==> src/rtl/wb_arbiter.sv <==
// Write-back arbiter: one holding slot per result source (alu, fpu, mem) feeding a
// single registered register-file write port, fixed priority mem > fpu > alu with aging.
module wb_arbiter #(
    parameter int AGE_LIMIT = 4
) (
    input  logic        clk,
    input  logic        rst,
    input  logic        alu_valid,
    output logic        alu_ready,
    input  logic [6:0]  alu_rd,
    input  logic [31:0] alu_data,
    input  logic        fpu_valid,
    output logic        fpu_ready,
    input  logic [6:0]  fpu_rd,
    input  logic [31:0] fpu_data,
    input  logic        mem_valid,
    output logic        mem_ready,
    input  logic [6:0]  mem_rd,
    input  logic [31:0] mem_data,
    output logic [6:0]  wb_rd,
    output logic [31:0] rddata,
    output logic        we
);
    localparam int AW = $clog2(AGE_LIMIT + 1);
    localparam logic [AW-1:0] AGE_MAX = AW'(AGE_LIMIT);

    // Handshake: a source transfers on a rising edge where s_valid and s_ready are both
    // high; s_ready depends only on slot state and reset, never on s_valid.

    // Source index: 0 = alu, 1 = fpu, 2 = mem (higher index wins fixed priority).
    logic [2:0]    in_valid;
    logic [6:0]    in_rd   [3];
    logic [31:0]   in_data [3];

    logic [2:0]    slot_valid_q, slot_valid_d;
    logic [6:0]    slot_rd_q   [3];
    logic [6:0]    slot_rd_d   [3];
    logic [31:0]   slot_data_q [3];
    logic [31:0]   slot_data_d [3];
    logic [AW-1:0] slot_age_q  [3];
    logic [AW-1:0] slot_age_d  [3];

    logic [6:0]    wb_rd_q, wb_rd_d;
    logic [31:0]   rddata_q, rddata_d;
    logic          we_q, we_d;

    logic [2:0]    aged, cand, grant, ready, accept;

    always_comb begin
        in_valid   = {mem_valid, fpu_valid, alu_valid};
        in_rd[0]   = alu_rd;
        in_rd[1]   = fpu_rd;
        in_rd[2]   = mem_rd;
        in_data[0] = alu_data;
        in_data[1] = fpu_data;
        in_data[2] = mem_data;
    end

    // Entries that waited AGE_LIMIT cycles override plain priority among themselves.
    always_comb begin
        aged = 3'b000;
        for (int i = 0; i < 3; i++) begin
            aged[i] = slot_valid_q[i] && (slot_age_q[i] == AGE_MAX);
        end
        cand  = (|aged) ? aged : slot_valid_q;
        grant = cand[2] ? 3'b100 : cand[1] ? 3'b010 : cand[0] ? 3'b001 : 3'b000;
        ready  = {3{rst}} & (~slot_valid_q | grant);
        accept = in_valid & ready;
    end

    assign alu_ready = ready[0];
    assign fpu_ready = ready[1];
    assign mem_ready = ready[2];

    always_comb begin
        slot_valid_d = slot_valid_q;
        for (int i = 0; i < 3; i++) begin
            slot_rd_d[i]   = slot_rd_q[i];
            slot_data_d[i] = slot_data_q[i];
            slot_age_d[i]  = slot_age_q[i];
            if (accept[i] && in_rd[i][6]) begin
                slot_valid_d[i] = 1'b1;
                slot_rd_d[i]    = in_rd[i];
                slot_data_d[i]  = in_data[i];
                slot_age_d[i]   = '0;
            end else if (accept[i] || grant[i]) begin
                // Results without write-enable are consumed but never stored.
                slot_valid_d[i] = 1'b0;
                slot_age_d[i]   = '0;
            end else if (slot_valid_q[i] && (slot_age_q[i] != AGE_MAX)) begin
                slot_age_d[i] = slot_age_q[i] + AW'(1);
            end
        end
    end

    always_comb begin
        we_d     = |grant;
        wb_rd_d  = wb_rd_q;
        rddata_d = rddata_q;
        for (int i = 0; i < 3; i++) begin
            if (grant[i]) begin
                wb_rd_d  = slot_rd_q[i];
                rddata_d = slot_data_q[i];
            end
        end
    end

    always_ff @(posedge clk) begin
        if (!rst) begin
            slot_valid_q <= 3'b000;
            for (int i = 0; i < 3; i++) begin
                slot_rd_q[i]   <= '0;
                slot_data_q[i] <= '0;
                slot_age_q[i]  <= '0;
            end
            wb_rd_q  <= '0;
            rddata_q <= '0;
            we_q     <= 1'b0;
        end else begin
            slot_valid_q <= slot_valid_d;
            for (int i = 0; i < 3; i++) begin
                slot_rd_q[i]   <= slot_rd_d[i];
                slot_data_q[i] <= slot_data_d[i];
                slot_age_q[i]  <= slot_age_d[i];
            end
            wb_rd_q  <= wb_rd_d;
            rddata_q <= rddata_d;
            we_q     <= we_d;
        end
    end

    assign wb_rd  = wb_rd_q;
    assign rddata = rddata_q;
    assign we     = we_q;
endmodule

==> config.mk <==
export PLATFORM = sky130hd
export DESIGN_NAME = wb_arbiter
export DESIGN_NICKNAME = d
export VERILOG_FILES = /design/src/rtl/wb_arbiter.sv
export SDC_FILE = /design/constraint.sdc
export NUM_CORES = 1
export LEC_CHECK = 0
export ABC_CLOCK_PERIOD_IN_PS = 5500
export CAP_MARGIN = 10
export CORE_UTILIZATION = 54
export CTS_CLUSTER_DIAMETER = 40
export DETAILED_ROUTE_END_ITERATION = 10
export PLACE_DENSITY = 0.85
export REMOVE_ABC_BUFFERS = 1
export SYNTH_ARGS = -nofsm -noshare
export SYNTH_HDL_FRONTEND = slang
export SYNTH_SLANG_ARGS = --single-unit
==> constraint.sdc <==
create_clock -name clk -period 5.5 [get_ports clk]
set_input_delay 0.55 -clock clk [delete_from_list [all_inputs] [get_ports clk]]
set_output_delay 0.55 -clock clk [all_outputs]
set_load 0.05 [all_outputs]
==> metrics.txt, run 1 <==
status=completed; commonest non-fill, non-tap cell in the layout=nand3_1; Hold Path Sink=slot_data_q[0][22]; vias in the first global route=6521; post-synthesis mux area share=0%; worst hold start=slot_data_q[0][22]; routed wl met2=9600 um; flops & latches, synth=169; CTS clk-pin slew, worst paths=0.06 ns; library cells used by synthesis=34; CTS buffer count=17; Die ar.=13600 um2; startpoint types=flop; most frequent cells in the layout=194 x nand3_1, 168 x dfxtp_1, 163 x nand2_1, 163 x clkdlybuf4s50_1, 108 x o21ai_0; Final Hold Viols=0; Top Ports=165; clk sink count=169; CTS max path bufs=2; Detailed Place HPWL=12000 um; routed len/inst=16.5 um; post-synthesis sequential area ratio=47.8%; final worst slack=1.78 ns; Reg2Reg Launch Point=slot_valid_q[0]; CP required=4.95 ns; die width=117 um; total congestion overflow=0; TritonCTS clock tree=done; r2r setup slk=2.21 ns; Initial DRT Pass Iterations=7; Max H-tree Level=4; mapped cell area=7080 um2; WS Path Type=flop to output port; Placement Rows=41; Post-layout nets=1153; Setup WS pre-CTS=2.22 ns; RSZ-0062 raised after global routing=no; M1 WL=8590 um; crit path max-delay cell type=dfxtp_2; DR vias/cell=5.74; leakage power=0.00328 uW; CP Cell Sequence=nand3_2, a21oi_1, o21ai_4, and2_1, clkdlybuf4s50_1; hold path cells=2; final cycle utilization of the critical path=67.7%; root buf cell=clkbuf_16; Max FO, Critical Path=47; final WL=20000 um; yosys warns=0; port bufs=164; DRT iter0 DRCs=658; aggregate global-route resource usage=30.0%; Die Span Y=117 um; CP max stage delay=0.97 ns; Syn Inst Count=919; path type of the worst min-delay path=flop to flop; proportion of netlist area held by the largest area contributor=47.8%; Setup violations, final=0; Top Layer Used=met4; post-synthesis simple-gate area fraction=28.2%; Compound-Gate Fraction of Synth Area=17.0%; P&R area growth vs syn=30.7%; Final ANT Viol Nets=0; Residual DRC=0; Worst-Skew Late Latency=0.42 ns; first-pass GRT wire length=31600 um; Initial Util=55.7%; largest cells by area after synthesis=dfxtp_1 48%, nand3_1 14%, nand2_1 8.6%; CTS Hold Buffers Added=0; vias=6940; initial antenna violation count=0; Post-CTS Setup Repair Bufs=0; Antenna Cells=0; CP endpoint kind=output port; crit path time final=3.72 ns; Worst EP arrival=3.17 ns; largest net degree at the start of global routing=80; routed wl met3=1480 um; largest family of logic cells by synthesized area=simple AND/OR/NAND/NOR gates; fraction of layout cells with a size suffix above 1=5.49%; xor/xnor cell area share of the yosys netlist=0.247%; Setup Skew=0.00487 ns; R2R depth=5; Yosys top cell by area=dfxtp_1; pwr dens=312 nW/um2; Slew @ Worst Pin=1.21 ns; area share of fa/ha/maj cells after synthesis=1.06%; Peak VDD IR=221 uV; gpl congestion=0.799; max_cap viols=0; R2R Path End=slot_age_q[0][5]; syn_area_per_cell=7.71 um2; max_slew headroom=19.2%; post-CTS sizing=0; FMAX=269 MHz; Final Max Slew Viols=0; setup_tns=0 ns; core area=12700 um2
-- kinds of logic (layout without fill, tap and decap cells) --
group | after synthesis | count (layout)
flip-flops | 169 | 169
buffers and inverters | 95 | 214
AO/OA/AOI/OAI | 223 | 223
adder cells (fa/ha/maj) | 6 | 6
XOR/XNOR | 2 | 2
AND/OR/NAND/NOR | 424 | 424
-- metrics by stage --
step	total power, uW	cell area [um2]	hold slack [ns]	instances	utilization, %
after floorplan	1580	6710	0.423	834	-
after global placement	1790	8700	0.431	1178	68.4
after detailed placement	1800	8700	0.437	1178	68.4
after CTS	2890	9260	0.446	1210	72.8
after global routing	2990	9260	0.465	1210	72.8
final	2880	9260	0.440	1210	72.8
-- critical path, delay by kind of cell, from the launching register on --
family          cells  cell delay (ns)
buf+inv             1             0.69
compound gates      2             0.58
simple gates        2             0.48
flops               1             0.97
-- sequential cells by signal (all words and copies together) (netlist names) --
register	count
rddata	32
slot_age_q	9
slot_data_q	96
slot_rd_q	21
slot_valid_q	3
wb_rd	7
we	1
-- Yosys cell counts --
cell / number
nand3_1: 194
dfxtp_1: 169
nand2_1: 163
o21ai_0: 108
clkbuf_1: 61
o21ai_1: 52
a31oi_1: 42
nand2b_1: 40
buf_2: 15
a21oi_1: 10
inv_1: 9
nor2_1: 8
and2_1: 7
ha_1: 6
a21boi_0: 3
buf_1: 3
buf_4: 3
buf_6: 3
nor3_1: 3
o21a_1: 3
and3_1: 2
and4b_1: 2
xnor2_1: 2
a2111oi_1: 1
a211o_1: 1
a211oi_1: 1
a21bo_2: 1
inv_2: 1
nand3_2: 1
nand4b_1: 1
nor2b_2: 1
o21ai_2: 1
or2_2: 1
or3_1: 1
-- area by class of cell --
class / instances / area, um2
inverters: 10 / 37.5
fillers: 1025 / 3460
repair buffers: 172 / 1700
well taps: 172 / 215
multi-input cells: 655 / 3360
clock inverters: 8 / 42.5
clock buffers: 24 / 512
flip-flops and latches: 169 / 3380
-- power breakdown --
group          switching [uW]  internal, uW
Clock                     462           644
Sequential               44.0          1300
Combinational             255           183
Total                     760          2120
-- per-layer routing --
| layer | global-route usage [%] | vias to the layer above |
|---|---|---|
| met5 | 0 | - |
| met4 | 11.2 | 0 |
| met3 | 5.40 | 27 |
| met2 | 49.9 | 295 |
| met1 | 39.1 | 3231 |
| li1 | - | 3387 |
-- how the worst max path moves through the flow --
stage	startpoint	end	slack [ns]	cells past startpoint
after global placement	slot_valid_q[0]	fpu_ready	2.29	5
after CTS	slot_valid_q[0]	fpu_ready	1.77	5
after global routing	slot_valid_q[0]	fpu_ready	1.63	5
final	slot_valid_q[0]	fpu_ready	1.78	5
after detailed placement	slot_valid_q[0]	slot_age_q[0][5]	2.22	5
after floorplan	slot_valid_q[0]	fpu_ready	2.02	4
Note: power is estimated with default switching activity, not from simulation.
==> run 2: changes to the inputs <==
--- a/config.mk
+++ b/config.mk
@@ -5,12 +5,12 @@
 export SDC_FILE = /design/constraint.sdc
 export NUM_CORES = 1
 export LEC_CHECK = 0
-export ABC_CLOCK_PERIOD_IN_PS = 5500
+export ABC_CLOCK_PERIOD_IN_PS = 3850
 export CAP_MARGIN = 10
-export CORE_UTILIZATION = 54
+export CORE_UTILIZATION = 50
 export CTS_CLUSTER_DIAMETER = 40
 export DETAILED_ROUTE_END_ITERATION = 10
-export PLACE_DENSITY = 0.85
+export PLACE_DENSITY = 0.8
 export REMOVE_ABC_BUFFERS = 1
 export SYNTH_ARGS = -nofsm -noshare
 export SYNTH_HDL_FRONTEND = slang
==> constraint.sdc (replaced) <==
create_clock -name clk -period 3.85 [get_ports clk]
set_input_delay 0.385 -clock clk [delete_from_list [all_inputs] [get_ports clk]]
set_output_delay 0.385 -clock clk [all_outputs]
set_load 0.05 [all_outputs]
==> run 2 against run 1 <==
Net effect: global-route usage decreased by 1.7 points; clock skew grew 0.0033 ns; critical path depth rose by 2; cell count is 0.99% higher; combinational power is 46% higher; clock-buffer cell count is 4 lower; via count shrank 0.61%; hold slack got worse by 0.12 ns; sequential share of layout area down 0.39 points; die area is 7.9% higher; largest power group unchanged.
==> metrics.txt, run 2 (synthesized netlist as in run 1, its figures left out) <==
Die Span Y=121 um; Residual DRC=0; P&R area growth vs syn=32.1%; GRT Max-Usage Layer=met2; first-pass GRT wire length=32200 um; Final ANT Viol Nets=0; total congestion overflow=0; commonest non-fill, non-tap cell in the layout=nand3_1; Worst EP arrival=2.70 ns; gpl congestion=0.891; port bufs=164; Max FO, Critical Path=5; Initial DRT Pass Iterations=5; core area=13800 um2; Non-Filler Instances=1222; Initial Util=51.2%; post-CTS sizing=0; Largest Register=slot_data_q; final worst slack=0.764 ns; crit path time final=3.09 ns; TritonCTS clock tree=done; placed instance count=1189; vias=6898; CTS Hold Buffers Added=0; Peak VDD IR=338 uV; Final Hold Viols=0; Detailed Place HPWL=12100 um; Antenna Cells=0; Setup violations, final=0; Post-layout nets=1157; R2R depth=8; max_cap viols=0; CTS clk-pin slew, worst paths=0.06 ns; Post-CTS Setup Repair Bufs=0; largest net degree at the start of global routing=70; initial antenna violation count=0; Worst-Skew Late Latency=0.42 ns; fraction of layout cells with a size suffix above 1=5.85%; routed len/inst=16.6 um; CTS max path bufs=2; Placement Rows=43; max_slew headroom=16.5%; max FFs per register=96; DRT iter0 DRCs=620; M3 GR Usage=5.26%; status=completed; path type of the worst min-delay path=input pin to flop; most frequent cells in the layout=194 x nand3_1, 168 x dfxtp_1, 163 x nand2_1, 163 x clkdlybuf4s50_1, 108 x o21ai_0; startpoint types=flop; Setup Skew=0.00813 ns; GRT met2 Usage=48.3%; pwr dens=452 nW/um2; aggregate global-route resource usage=28.4%; Setup WS pre-CTS=1.12 ns; Top Ports=165; setup_tns=0 ns; Hold Path Sink=slot_data_q[0][84]; Die ar.=14600 um2; CTS buffer count=17; Max H-tree Level=4; R2R Path End=slot_data_q[0][16]; vias in the first global route=6489; RSZ-0062 raised after global routing=no; FMAX=324 MHz; CP endpoint kind=output port; hold path cells=3; final cycle utilization of the critical path=80.1%; Slew @ Worst Pin=1.25 ns; WHS=0.317 ns; die width=121 um; root buf cell=clkbuf_16; final WL=20300 um; DR vias/cell=5.64; Final Max Slew Viols=0; grt met1 use=36.0%; worst hold start=rst; r2r setup slk=1.12 ns; clk sink count=169; fillers=1165; CP required=3.46 ns; leakage power=0.00330 uW; WS Path Type=flop to output port; Reg2Reg Launch Point=slot_age_q[0][3]
## run 2: report_power, final
part           internal, uW  total [uW]  switching [uW]
registers              1850        1910            55.6
clock network           984        1680             694
logic                   266         638             372
total                  3100        4230            1120
## run 2: worst max-delay path, cell delays in order, from the launching register on
cell	delay (ns)
dfxtp_1	0.31
inv_1	0.09
ha_1	0.27
nand3_2	0.18
a21oi_1	0.43
o21ai_4	0.07
and2_1	0.18
clkdlybuf4s50_1	0.74
## run 2: final cells by class
cell class              count  area (um2)  area share [%]
clock buffers              20         457            4.88
clock inverters            12         125            1.34
inverters                  10        37.5           0.401
multi-input cells         655        3360            35.9
flip-flops and latches    169        3380            36.2
well taps                 180         225            2.41
repair buffers            176        1770            18.9
## run 2: per-layer routing
layer  vias to the layer above  wire length (um)
met2                       242              9870
met1                      3236              8750
met3                        24              1380
li1                       3396                 -
met5                         -                 0
met4                         0               342
## run 2: worst max path at each step
stage / end / startpoint / cells after the start / slack (ns)
global route: fpu_ready / slot_age_q[0][0] / 7 / 0.61
floorplan: slot_data_q[0][32] / slot_valid_q[0] / 5 / 0.41
CTS: fpu_ready / slot_age_q[0][0] / 7 / 0.74
detailed placement: slot_data_q[0][16] / slot_age_q[0][3] / 8 / 1.12
finish: fpu_ready / slot_age_q[0][0] / 7 / 0.76
global placement: slot_data_q[0][21] / slot_age_q[0][3] / 8 / 1.22
## run 2: through the flow
stage / util (%) / total power [uW] / cell area, um2
detailed placement: 63.3 / 2580 / 8750
global route: 67.7 / 4370 / 9360
finish: 67.7 / 4230 / 9360
floorplan: - / 2250 / 6710
CTS: 67.5 / 4230 / 9330
global placement: 63.3 / 2570 / 8750
==> run 3: changes to the inputs <==
--- a/config.mk
+++ b/config.mk
@@ -5,12 +5,12 @@
 export SDC_FILE = /design/constraint.sdc
 export NUM_CORES = 1
 export LEC_CHECK = 0
-export ABC_CLOCK_PERIOD_IN_PS = 3850
+export ABC_CLOCK_PERIOD_IN_PS = 2700
 export CAP_MARGIN = 10
-export CORE_UTILIZATION = 50
+export CORE_UTILIZATION = 45
 export CTS_CLUSTER_DIAMETER = 40
 export DETAILED_ROUTE_END_ITERATION = 10
-export PLACE_DENSITY = 0.8
+export PLACE_DENSITY = 0.76
 export REMOVE_ABC_BUFFERS = 1
 export SYNTH_ARGS = -nofsm -noshare
 export SYNTH_HDL_FRONTEND = slang
==> constraint.sdc (replaced) <==
create_clock -name clk -period 2.7 [get_ports clk]
set_input_delay 0.27 -clock clk [delete_from_list [all_inputs] [get_ports clk]]
set_output_delay 0.27 -clock clk [all_outputs]
set_load 0.05 [all_outputs]
==> run 3 against run 2 <==
Net effect: via count is 1.1% higher; total power is 39% higher; clock skew shrank 0.0024 ns; non-clock buffer count up 11; clock power up 33%; die area increased by 11%; sequential share of layout area is 0.31 points lower; sequential power increased by 42%; design area up 0.87%; sequential cell count stayed put; register-to-register slack worse by 0.72 ns; utilization down 5.8 points; critical path type unchanged; highest routed layer unchanged.
==> metrics.txt, run 3 (synthesized netlist as in run 1, its figures left out) <==
Total Power=5890 uW; WS Path Type=flop to output port; initial antenna violation count=0; die width=127 um; Peak VDD IR=455 uV; DRT iter0 DRCs=497; leakage power=0.00336 uW; placed instance count=1232; fraction of layout cells with a size suffix above 1=6.39%; CP required=2.43 ns; Largest Register=slot_data_q; crit path time final=2.58 ns; Die Span Y=127 um; root buf cell=clkbuf_16; Max FO, Critical Path=9; first-pass GRT wire length=32900 um; M3 GR Usage=6.28%; GRT Max-Usage Layer=met2; core area=15300 um2; status=completed; CTS buffer count=17; max_cap viols=0; CP delay by family, top=compound AO/OA/AOI/OAI gates; vias=6973; P&R area growth vs syn=33.3%; Die ar.=16200 um2; max_slew headroom=50.2%; Worst-Skew Late Latency=0.43 ns; Slew @ Worst Pin=0.747 ns; crit path max-delay cell type=a21oi_1; Reg2Reg Launch Point=slot_age_q[0][0]; pwr dens=624 nW/um2; path type of the worst min-delay path=input pin to flop; max FFs per register=96; worst hold start=rst; CTS max path bufs=2; Top Ports=165; Initial DRT Pass Iterations=5; CP max stage delay=0.43 ns; Worst Setup SP=slot_age_q[0][0]; Non-Filler Instances=1260; setup_tns=0 ns; port bufs=164; Post-CTS Setup Repair Bufs=0; FMAX=388 MHz; Final Hold Viols=0; routed len/inst=16.4 um; Setup WS pre-CTS=0.395 ns; Detailed Place HPWL=12500 um; CP endpoint kind=output port; grt met1 use=32.8%; Final ANT Viol Nets=0; CTS clk-pin slew, worst paths=0.06 ns; Post-layout nets=1168; Setup violations, final=0; clk sink count=169; final cycle utilization of the critical path=95.5%; aggregate global-route resource usage=26.0%; Placement Rows=45; CP bufs+invs=3; Final Max Slew Viols=0; largest net degree at the start of global routing=78; CP Cell Sequence=inv_1, ha_1, nand3_2, a21oi_1, o21ai_4, buf_4, and2_1, buf_12; commonest non-fill, non-tap cell in the layout=nand3_1; Max H-tree Level=4; gpl congestion=0.798; fin util=61.9%; vias in the first global route=6569; TritonCTS clock tree=done; final worst slack=0.123 ns; RSZ-0062 raised after global routing=no; DR vias/cell=5.53; Antenna Cells=0; GRT met2 Usage=42.6%; most frequent cells in the layout=194 x nand3_1, 168 x dfxtp_1, 163 x nand2_1; startpoint types=flop; Residual DRC=0; Initial Util=46.4%; Setup Skew=0.00577 ns; Worst EP arrival=2.31 ns; final WL=20600 um; total congestion overflow=0
run 3: changes by cell type in the layout (fill, tap and decap cells not counted):
cell	before	now
clkinvlp_4	6	0
dlygate4sd2_1	0	1
buf_16	1	0
buf_12	1	4
clkdlybuf4s50_1	163	160
clkbuf_8	2	3
buf_6	1	2
buf_4	10	20
bufinv_16	2	1
clkbuf_1	1	4
clkinv_2	4	3
run 3: worst reg2reg max path, delay by kind of cell (launching register included):
kind,cells,cell delay [ns]
simple gates,3,0.70
compound gates,2,0.63
buf+inv,2,0.34
flops,1,0.32
fa+ha+maj,1,0.24
run 3: through the flow:
| stage | area, um2 | hold WS (ns) |
|---|---|---|
| after floorplan | 6710 | 0.372 |
| after global placement | 8910 | 0.431 |
| after detailed placement | 8910 | 0.435 |
| after CTS | 9440 | 0.185 |
| after global routing | 9440 | 0.211 |
| final | 9440 | 0.196 |
run 3: layout make-up:
class	instances	area, um2
Timing Repair Buffer	187	1860
Tap cell	211	264
Multi-Input combinational cell	655	3360
Clock buffer	24	482
Inverter	10	37.5
Sequential cell	169	3380
Fill cell	1367	5820
Clock inverter	4	45.0
run 3: repair_timing:
action / in CTS / in global routing
endpoints found under the hold margin: 0 / 0
setup endpoints to repair: 1 / 1
cloned: 0 / 0
gates resized for setup: 1 / 1
hold buffers: 0 / 0
pin swaps: 0 / 0
run 3: final timing paths:
check | end | slack, ns | cells past startpoint
max | fpu_ready | 0.12 | 8
min | slot_data_q[0][85] | 0.20 | 3
max reg2reg | rddata[14] | 0.40 | 8
min reg2reg | slot_data_q[0][26] | 0.44 | 2
run 3: report_power, final:
part	internal [uW]	total (uW)	switching [uW]	leakage, uW
sequential	2640	2720	79.7	0.00139
combinational	390	922	533	0.00171
clock	1320	2240	923	0.000262
run 3: layer usage:
layer / up-vias / routed length (um)
met4: 0 / 459
met1: 3252 / 8870
met3: 40 / 1500
met2: 274 / 9780
li1: 3407 / -
met5: - / 0
